## config.mk

```make
export PLATFORM = sky130hd
export DESIGN_NAME = mem_access_ctrl
export DESIGN_NICKNAME = d
export VERILOG_FILES = /design/src/rtl/mem_pkg.sv /design/src/rtl/mem_lane_align.sv /design/src/rtl/mem_access_ctrl.sv
export SDC_FILE = /design/constraint.sdc
export NUM_CORES = 1
export LEC_CHECK = 0
export ABC_AREA = 1
export BUFFER_PORTS_ARGS = -buffer_cell sky130_fd_sc_hd__buf_4
export CORE_MARGIN = 4
export CORE_UTILIZATION = 55
export DETAILED_ROUTE_END_ITERATION = 10
export HOLD_SLACK_MARGIN = 0.12
export PLACE_DENSITY = 0.87
export SLEW_MARGIN = 10
export SYNTH_ARGS = -nofsm -noshare
export SYNTH_HDL_FRONTEND = slang
export SYNTH_HIERARCHICAL = 1
export SYNTH_SLANG_ARGS = --single-unit
```

## constraint.sdc

```tcl
create_clock -name clk -period 2.87 [get_ports clk]
set_clock_uncertainty 0.1 [all_clocks]
set_input_delay 0.574 -clock clk [delete_from_list [all_inputs] [get_ports clk]]
set_output_delay 0.574 -clock clk [all_outputs]
set_load 0.03 [all_outputs]
```

## src/rtl/mem_pkg.sv

```systemverilog
`default_nettype none
// ============================================================================
// Module   : mem_pkg
// Purpose  : Shared encodings for the memory access controller: transfer
//            size codes, controller state type and byte-lane count.
// Revision : 1.0 - initial release
// ============================================================================
package mem_pkg;

  // Number of byte lanes in one memory word
  localparam int BYTE_LANES = 4;

  // Transfer size encodings carried on req_size
  localparam logic [1:0] SIZE_BYTE = 2'b00;
  localparam logic [1:0] SIZE_HALF = 2'b01;
  localparam logic [1:0] SIZE_WORD = 2'b10;
  localparam logic [1:0] SIZE_RSVD = 2'b11;

  // Controller states
  typedef enum logic [1:0] {
    IDLE   = 2'b00,
    ACCESS = 2'b01,
    RESP   = 2'b10
  } state_t;

endpackage
`default_nettype wire

```

## src/rtl/mem_lane_align.sv

```systemverilog
`default_nettype none
// ============================================================================
// Module   : mem_lane_align
// Purpose  : Combinational byte-lane logic. Store side produces byte write
//            enables and lane-replicated write data; load side extracts the
//            addressed byte/half from a memory word and sign/zero-extends it.
//            Half and word accesses ignore the address bits below their own
//            alignment, so misaligned low bits are naturally masked here.
// Revision : 1.0 - initial release
// ============================================================================
module mem_lane_align
  import mem_pkg::*;
#(
  parameter int DATA_WIDTH = 32
) (
  input  logic [1:0]            wr_size,
  input  logic [1:0]            wr_lo,
  input  logic [DATA_WIDTH-1:0] wr_data,
  output logic [BYTE_LANES-1:0] wr_be,
  output logic [DATA_WIDTH-1:0] wr_din,
  input  logic [1:0]            rd_size,
  input  logic [1:0]            rd_lo,
  input  logic                  rd_unsigned,
  input  logic [DATA_WIDTH-1:0] rd_word,
  output logic [DATA_WIDTH-1:0] rd_data
);

  logic [7:0]  w_rd_byte;
  logic [15:0] w_rd_half;
  logic        w_sign;

  // Store side: enables follow the addressed lanes, data replicated on all lanes
  always_comb begin
    wr_be  = '0;
    wr_din = '0;
    case (wr_size)
      SIZE_BYTE: begin
        wr_be  = 4'b0001 << wr_lo;
        wr_din = {BYTE_LANES{wr_data[7:0]}};
      end
      SIZE_HALF: begin
        wr_be  = wr_lo[1] ? 4'b1100 : 4'b0011;
        wr_din = {2{wr_data[15:0]}};
      end
      SIZE_WORD: begin
        wr_be  = 4'b1111;
        wr_din = wr_data;
      end
      default: begin
        wr_be  = '0;
        wr_din = '0;
      end
    endcase
  end

  // Load side: select the addressed lane, then extend to a full word
  always_comb begin
    w_rd_byte = 8'h00;
    w_rd_half = 16'h0000;
    w_sign    = 1'b0;
    rd_data   = '0;
    case (rd_lo)
      2'd0:    w_rd_byte = rd_word[7:0];
      2'd1:    w_rd_byte = rd_word[15:8];
      2'd2:    w_rd_byte = rd_word[23:16];
      default: w_rd_byte = rd_word[31:24];
    endcase
    w_rd_half = rd_lo[1] ? rd_word[31:16] : rd_word[15:0];
    case (rd_size)
      SIZE_BYTE: begin
        w_sign  = ~rd_unsigned & w_rd_byte[7];
        rd_data = {{(DATA_WIDTH-8){w_sign}}, w_rd_byte};
      end
      SIZE_HALF: begin
        w_sign  = ~rd_unsigned & w_rd_half[15];
        rd_data = {{(DATA_WIDTH-16){w_sign}}, w_rd_half};
      end
      SIZE_WORD: rd_data = rd_word;
      default:   rd_data = '0;
    endcase
  end

endmodule
`default_nettype wire

```

## src/rtl/mem_access_ctrl.sv

```systemverilog
`default_nettype none
// ============================================================================
// Module   : mem_access_ctrl
// Purpose  : Load/store initiator for a synchronous single-port word memory.
//            Accepts byte/half/word requests, performs one memory access
//            (memory samples on the falling edge inside ACCESS), and returns
//            the extended load data on a valid/ready response channel.
//            Optional build macro: MEM_MISALIGN_TRAP_EN - reject misaligned
//            half/word accesses with rsp_err instead of masking low bits.
// Revision : 1.0 - initial release
// ============================================================================
module mem_access_ctrl
  import mem_pkg::*;
#(
  parameter int ADDR_WIDTH = 10,
  parameter int DATA_WIDTH = 32
) (
  input  logic                  clk,
  input  logic                  rst_n,
  input  logic                  req_valid,
  output logic                  req_ready,
  input  logic                  req_write,
  input  logic [1:0]            req_size,
  input  logic                  req_unsigned,
  input  logic [ADDR_WIDTH+1:0] req_addr,
  input  logic [DATA_WIDTH-1:0] req_wdata,
  output logic                  rsp_valid,
  input  logic                  rsp_ready,
  output logic [DATA_WIDTH-1:0] rsp_rdata,
  output logic                  rsp_err,
  output logic                  mem_en,
  output logic [BYTE_LANES-1:0] mem_we,
  output logic [ADDR_WIDTH-1:0] mem_addr,
  output logic [DATA_WIDTH-1:0] mem_din,
  input  logic [DATA_WIDTH-1:0] mem_dout
);

  state_t r_state, w_state_nxt;

  // Registered outputs
  logic                  r_req_ready, w_req_ready_nxt;
  logic                  r_rsp_valid, w_rsp_valid_nxt;
  logic [DATA_WIDTH-1:0] r_rsp_rdata, w_rsp_rdata_nxt;
  logic                  r_rsp_err,   w_rsp_err_nxt;
  logic                  r_mem_en,    w_mem_en_nxt;
  logic [BYTE_LANES-1:0] r_mem_we,    w_mem_we_nxt;
  logic [ADDR_WIDTH-1:0] r_mem_addr,  w_mem_addr_nxt;
  logic [DATA_WIDTH-1:0] r_mem_din,   w_mem_din_nxt;

  // Request attributes kept for the read-data extraction in ACCESS
  logic                  r_write,     w_write_nxt;
  logic [1:0]            r_size,      w_size_nxt;
  logic                  r_unsigned,  w_unsigned_nxt;
  logic [1:0]            r_lo,        w_lo_nxt;

  logic [BYTE_LANES-1:0] w_wr_be;
  logic [DATA_WIDTH-1:0] w_wr_din;
  logic [DATA_WIDTH-1:0] w_rd_data;
  logic                  w_illegal;

  mem_lane_align #(
    .DATA_WIDTH (DATA_WIDTH)
  ) u_lane (
    .wr_size     (req_size),
    .wr_lo       (req_addr[1:0]),
    .wr_data     (req_wdata),
    .wr_be       (w_wr_be),
    .wr_din      (w_wr_din),
    .rd_size     (r_size),
    .rd_lo       (r_lo),
    .rd_unsigned (r_unsigned),
    .rd_word     (mem_dout),
    .rd_data     (w_rd_data)
  );

  // Request legality: reserved size always traps; misalignment only when enabled
`ifdef MEM_MISALIGN_TRAP_EN
  assign w_illegal = (req_size == SIZE_RSVD)
                   || ((req_size == SIZE_HALF) && req_addr[0])
                   || ((req_size == SIZE_WORD) && (req_addr[1:0] != 2'b00));
`else
  assign w_illegal = (req_size == SIZE_RSVD);
`endif

  // State register
  always_ff @(posedge clk or negedge rst_n) begin
    if (!rst_n) r_state <= IDLE;
    else        r_state <= w_state_nxt;
  end

  // Next state and next values of all registered outputs
  always_comb begin
    w_state_nxt     = r_state;
    w_req_ready_nxt = r_req_ready;
    w_rsp_valid_nxt = r_rsp_valid;
    w_rsp_rdata_nxt = r_rsp_rdata;
    w_rsp_err_nxt   = r_rsp_err;
    w_mem_en_nxt    = 1'b0;
    w_mem_we_nxt    = '0;
    w_mem_addr_nxt  = r_mem_addr;
    w_mem_din_nxt   = r_mem_din;
    w_write_nxt     = r_write;
    w_size_nxt      = r_size;
    w_unsigned_nxt  = r_unsigned;
    w_lo_nxt        = r_lo;
    case (r_state)
      IDLE: begin
        if (req_valid) begin
          w_req_ready_nxt = 1'b0;
          if (w_illegal) begin
            // Rejected without touching the memory
            w_rsp_valid_nxt = 1'b1;
            w_rsp_err_nxt   = 1'b1;
            w_rsp_rdata_nxt = '0;
            w_state_nxt     = RESP;
          end else begin
            w_mem_en_nxt   = 1'b1;
            w_mem_we_nxt   = req_write ? w_wr_be : '0;
            w_mem_addr_nxt = req_addr[ADDR_WIDTH+1:2];
            w_mem_din_nxt  = w_wr_din;
            w_write_nxt    = req_write;
            w_size_nxt     = req_size;
            w_unsigned_nxt = req_unsigned;
            w_lo_nxt       = req_addr[1:0];
            w_state_nxt    = ACCESS;
          end
        end
      end
      ACCESS: begin
        // Memory has sampled at the falling edge; read data is valid now
        w_rsp_valid_nxt = 1'b1;
        w_rsp_err_nxt   = 1'b0;
        w_rsp_rdata_nxt = r_write ? '0 : w_rd_data;
        w_state_nxt     = RESP;
      end
      RESP: begin
        if (rsp_ready) begin
          w_rsp_valid_nxt = 1'b0;
          w_req_ready_nxt = 1'b1;
          w_state_nxt     = IDLE;
        end
      end
      default: begin
        w_req_ready_nxt = 1'b1;
        w_rsp_valid_nxt = 1'b0;
        w_state_nxt     = IDLE;
      end
    endcase
  end

  // Output and request-attribute registers; reset kills any access in flight
  always_ff @(posedge clk or negedge rst_n) begin
    if (!rst_n) begin
      r_req_ready <= 1'b1;
      r_rsp_valid <= 1'b0;
      r_rsp_rdata <= '0;
      r_rsp_err   <= 1'b0;
      r_mem_en    <= 1'b0;
      r_mem_we    <= '0;
      r_mem_addr  <= '0;
      r_mem_din   <= '0;
      r_write     <= 1'b0;
      r_size      <= SIZE_BYTE;
      r_unsigned  <= 1'b0;
      r_lo        <= 2'b00;
    end else begin
      r_req_ready <= w_req_ready_nxt;
      r_rsp_valid <= w_rsp_valid_nxt;
      r_rsp_rdata <= w_rsp_rdata_nxt;
      r_rsp_err   <= w_rsp_err_nxt;
      r_mem_en    <= w_mem_en_nxt;
      r_mem_we    <= w_mem_we_nxt;
      r_mem_addr  <= w_mem_addr_nxt;
      r_mem_din   <= w_mem_din_nxt;
      r_write     <= w_write_nxt;
      r_size      <= w_size_nxt;
      r_unsigned  <= w_unsigned_nxt;
      r_lo        <= w_lo_nxt;
    end
  end

  assign req_ready = r_req_ready;
  assign rsp_valid = r_rsp_valid;
  assign rsp_rdata = r_rsp_rdata;
  assign rsp_err   = r_rsp_err;
  assign mem_en    = r_mem_en;
  assign mem_we    = r_mem_we;
  assign mem_addr  = r_mem_addr;
  assign mem_din   = r_mem_din;

endmodule
`default_nettype wire

```

==> results <==
- The main flop type after synthesis is sky130_fd_sc_hd__dfrtp_1.
- The reported leakage power is 3.71 nW.
- By instance count, the cell type seen most on the critical path is sky130_fd_sc_hd__nand2_1.
- Setup slack on the worst reg-to-reg path comes out at approximately 0.83 ns.
- The share of flip-flops with an asynchronous set or reset is 100%.
- The class of the tightest hold or removal check is in2async.
- Of the total power, the clock network draws 12.1%.
- The synthesized netlist net count is 777.
- The signal on the critical path passes through inv_4, nand2_1, nand2_1, nand3_2, nand2_1, inv_1, nand2_1, nand2_1, nand2_1.
- The delay of the slowest critical-path stage is between 0.7 and 0.8 ns.
- The cell count after synthesis came out at 693.
- The number of rows in the core area is 33.
- Leaving out fill and tap cells, the most frequent cells in the layout are 358 x sky130_fd_sc_hd__nand2_1, 173 x sky130_fd_sc_hd__buf_4, 89 x sky130_fd_sc_hd__dfrtp_1, 64 x sky130_fd_sc_hd__o21ai_0, 47 x sky130_fd_sc_hd__inv_1.
- The number of distinct library cell variants in the gate-level netlist after synthesis is 25.
- For this design, the sink count on the clock tree is 90.
- The detailed-route vias per instance is 5.39.
- During placement, the flow inserted port buffers numbering between 150 and 200.
- The clock root buffer is sky130_fd_sc_hd__clkbuf_8.
- The total buffers and inverters traversed by the critical path is 2.
- The DRC violation count after routing is 0.
- The depth of the worst register-to-register path is 9.
- The height of the die is 102 microns.
- Counting tap cells, the placed design contains a total of 936 instances.
- Buffers inserted during clock tree synthesis total 9.
- The master of the slowest instance on the critical path is sky130_fd_sc_hd__dfrtp_1.
- Leaving out filler cells and counting taps, the final layout contains 952.
- Across the VDD grid, the largest voltage drop is 0.577 mV.
- The average size of a mapped cell is 6.98 sq um.
- In this run, the number of DRC markers left after iteration 0 of detailed routing was 359.
- The most critical setup path has its startpoint at r_lo[1].
- The count of pins on the block boundary is 166.
- The count of endpoints failing hold in the final timing report came to 0.
- The post-CTS setup buffer count is 0.
- The share of cells above drive strength 1 is 24.4%.
- Global routing used 28.3% of the available tracks.
- The critical path capture point is rsp_rdata[19].
- In this run the critical register-to-register path is launched from r_lo[1].
- In this run the deepest clock path goes through 2 buffers.
- At the worst endpoint, the required time is 3.02 ns.
- Registers are responsible for 32.8% of the overall power.
- The flop and latch count out of synthesis is 90.
- Summing all multi-input logic gate instances after layout gives 2180 sq um.
- The endpoint of the worst-slack reg-to-reg timing path is rsp_rdata[19].
- The switching component of the power is 3.39 mW.
- Net switching is 50.1% of the power.
- The headroom to the max-slew limit is 45.1%.
- The half-perimeter wire length after placement is roughly 11000 microns.
- The clock network latency to the later pin of the worst-skew pair is 0.35 ns.
- The run finished with clean final reports.
- The internal power of the cells is 3.37 mW.
- The repair_antennas step left the layout with diodes totalling 0.
- The number of levels the H-tree was split into is 3.
- In the final layout, flip-flops and latches occupy 2250 sq um.
- The final layout net count is 926.
- Entering global routing, the biggest net connects 66 pins.
- The number of enable-type register cells in the synthesized netlist is 0.
- Setup violations remaining at the end of the flow were counted as 0.
- The total via count after detailed routing is 5131.
- In the final routed layout, each cell accounts on average for 15.1 microns.
- The via count of the first global-routing pass is 4957.
- The detail route stage leaves a number of antenna-violating nets equal to 0.
- Leaving out fill and tap cells, the most frequent cell in the layout is sky130_fd_sc_hd__nand2_1.
- The area growth from synthesis to final layout is 29.1%.
- The number of antenna violations at the first check in global routing is 0.
- In the finished design, the share of the clock period the worst path needs comes to 71.2%.
- The count of final max-slew check failures is 0.
- For this design the ratio of total power to cell area is 1080 nW/um^2.
- Summed over all layers, the global routing overflow is 0.
- The die covers 10400 sq um.
- Setup repair after global routing left no endpoint under its margin.
- Across the run, the number of max-cap violations was 0.
- Routability-driven placement finished with a final weighted congestion of 0.886.
- The mapped cell area is a little under 5000 sq um.
- The sort of element at the end of the critical path is a flop.
- The filler cells instantiated in the layout total about 660.
- The core footprint is ~8400 sq um.
- The worst setup path is launched from a flop.
- The hold buffer count at cts is 0.
- Gates resized during post-CTS repair numbered 0.
- The chip width is 102 microns.
- The clock-pin transition on the worst setup and hold timing paths is about 0.10 ns.
- Among cell families on the critical path, the largest total delay comes from flip-flops.
- For the finished layout, the period the worst path requires is between 2 and 2.5 ns.
- Based on the critical path, the design can be clocked at up to about 490 MHz.
- The pre-antenna-repair detailed-routing pass consisted of 5 iterations.
- The endpoint arrival time on the critical path is roughly 2.2 ns.
- The measured slew at the worst slew-check pin is 0.823 ns.
- Across all hold checks on the routed design, the worst slack comes to 0.178 ns.
- The accumulated negative setup slack is 0 ns.
- The wire length of the first global-routing pass is 23300 microns.
- The number of warnings reported in the yosys synthesis log is 6.
- The total power after layout is 6.77 mW.
- In this run the worst path has a maximum fanout of 20.
- The total wirelength of the detailed-routed design is approximately 14000 microns.
- The TritonCTS clock tree is built.
- The critical setup path kind is reg2reg.
- Once the floorplan was initialized, standard cells occupied 57.7% of the core.
- The share of total power in combinational logic is 55.1%.
- The critical path crosses 9 cells after its start point.
- Cells fill roughly three quarters of the core in the end.
- The post-synthesis sequential area ratio is 46.6%.
kinds of logic (layout without fill, tap and decap cells):
family          count (synthesis)  in the layout  synth area share (%)
compound gates                 77             77                  8.62
flops                          90             90                  46.6
buf+inv                        87            241                  8.33
simple gates                  439            439                  36.4
synthesized netlist by cell type, types with 2 or more instances:
master,instances,area [sq um]
sky130_fd_sc_hd__inv_2,4,15.0
sky130_fd_sc_hd__a22oi_1,10,75.1
sky130_fd_sc_hd__nand2_2,2,12.5
sky130_fd_sc_hd__buf_6,6,67.6
sky130_fd_sc_hd__nand3_1,39,195
sky130_fd_sc_hd__dfrtp_1,89,2230
sky130_fd_sc_hd__nand3_2,2,20.0
sky130_fd_sc_hd__o21ai_0,64,320
sky130_fd_sc_hd__nand2_1,358,1340
sky130_fd_sc_hd__clkbuf_1,10,37.5
sky130_fd_sc_hd__buf_4,2,15.0
sky130_fd_sc_hd__buf_2,17,85.1
sky130_fd_sc_hd__inv_1,47,176
sky130_fd_sc_hd__nor2_1,30,113
sky130_fd_sc_hd__nor2_4,3,33.8
power groups by stage:
stage / combinational (mW) / clock, mW / sequential, mW
after detailed placement: 3.73 / 0 / 2.23
final: 3.73 / 0.817 / 2.22
after CTS: 3.74 / 0.819 / 2.21
after global placement: 3.62 / 0 / 2.22
after floorplan: 1.56 / 0 / 3.08
after global routing: 4.07 / 0.882 / 2.28
stage by stage:
| step | setup WS [ns] | cell area, sq um |
|---|---|---|
| after floorplan | 1.41 | 4830 |
| after global placement | 0.800 | 6060 |
| after detailed placement | 0.689 | 6060 |
| after CTS | 0.877 | 6240 |
| after global routing | 0.660 | 6240 |
| final | 0.826 | 6240 |
final cells by class:
cell class	count	area share [%]
clock buffers	10	2.04
clock inverters	6	0.802
inverters	52	3.17
multi-input cells	516	35.0
flip-flops and latches	90	36.1
well taps	105	2.10
repair buffers	173	20.8
how the worst min path moves through the flow:
stage	startpoint	end	slack [ns]	cells past startpoint
6_report	rst_n	rsp_rdata[23]	0.18	1
5_1_grt	rst_n	rsp_rdata[22]	0.26	1
4_1_cts	rst_n	rsp_rdata[23]	0.22	1
3_5_place_dp	req_ready	req_ready	0.35	2
3_3_place_gp	req_ready	req_ready	0.35	2
2_1_floorplan	rst_n	mem_addr[0]	0.18	0
sequential cells by signal, summed over array words and instances (netlist names):
signal	count
req_ready	1
rsp_err	1
r_lo	2
mem_addr	10
mem_we	4
rsp_valid	1
r_write	1
rsp_rdata	32
r_unsigned	1
mem_en	1
r_size	2
mem_din	32
r_state	2
routing by layer:
| layer | up-vias | GRT usage (%) | wire, microns |
|---|---|---|---|
| met3 | 35 | 5.79 | 1190 |
| met2 | 252 | 47.1 | 7250 |
| met4 | 0 | 11.0 | 371 |
| met1 | 2399 | 36.3 | 5590 |
| met5 | - | 0 | 0 |
| li1 | 2445 | - | - |
Power figures use the tool's default switching activity.
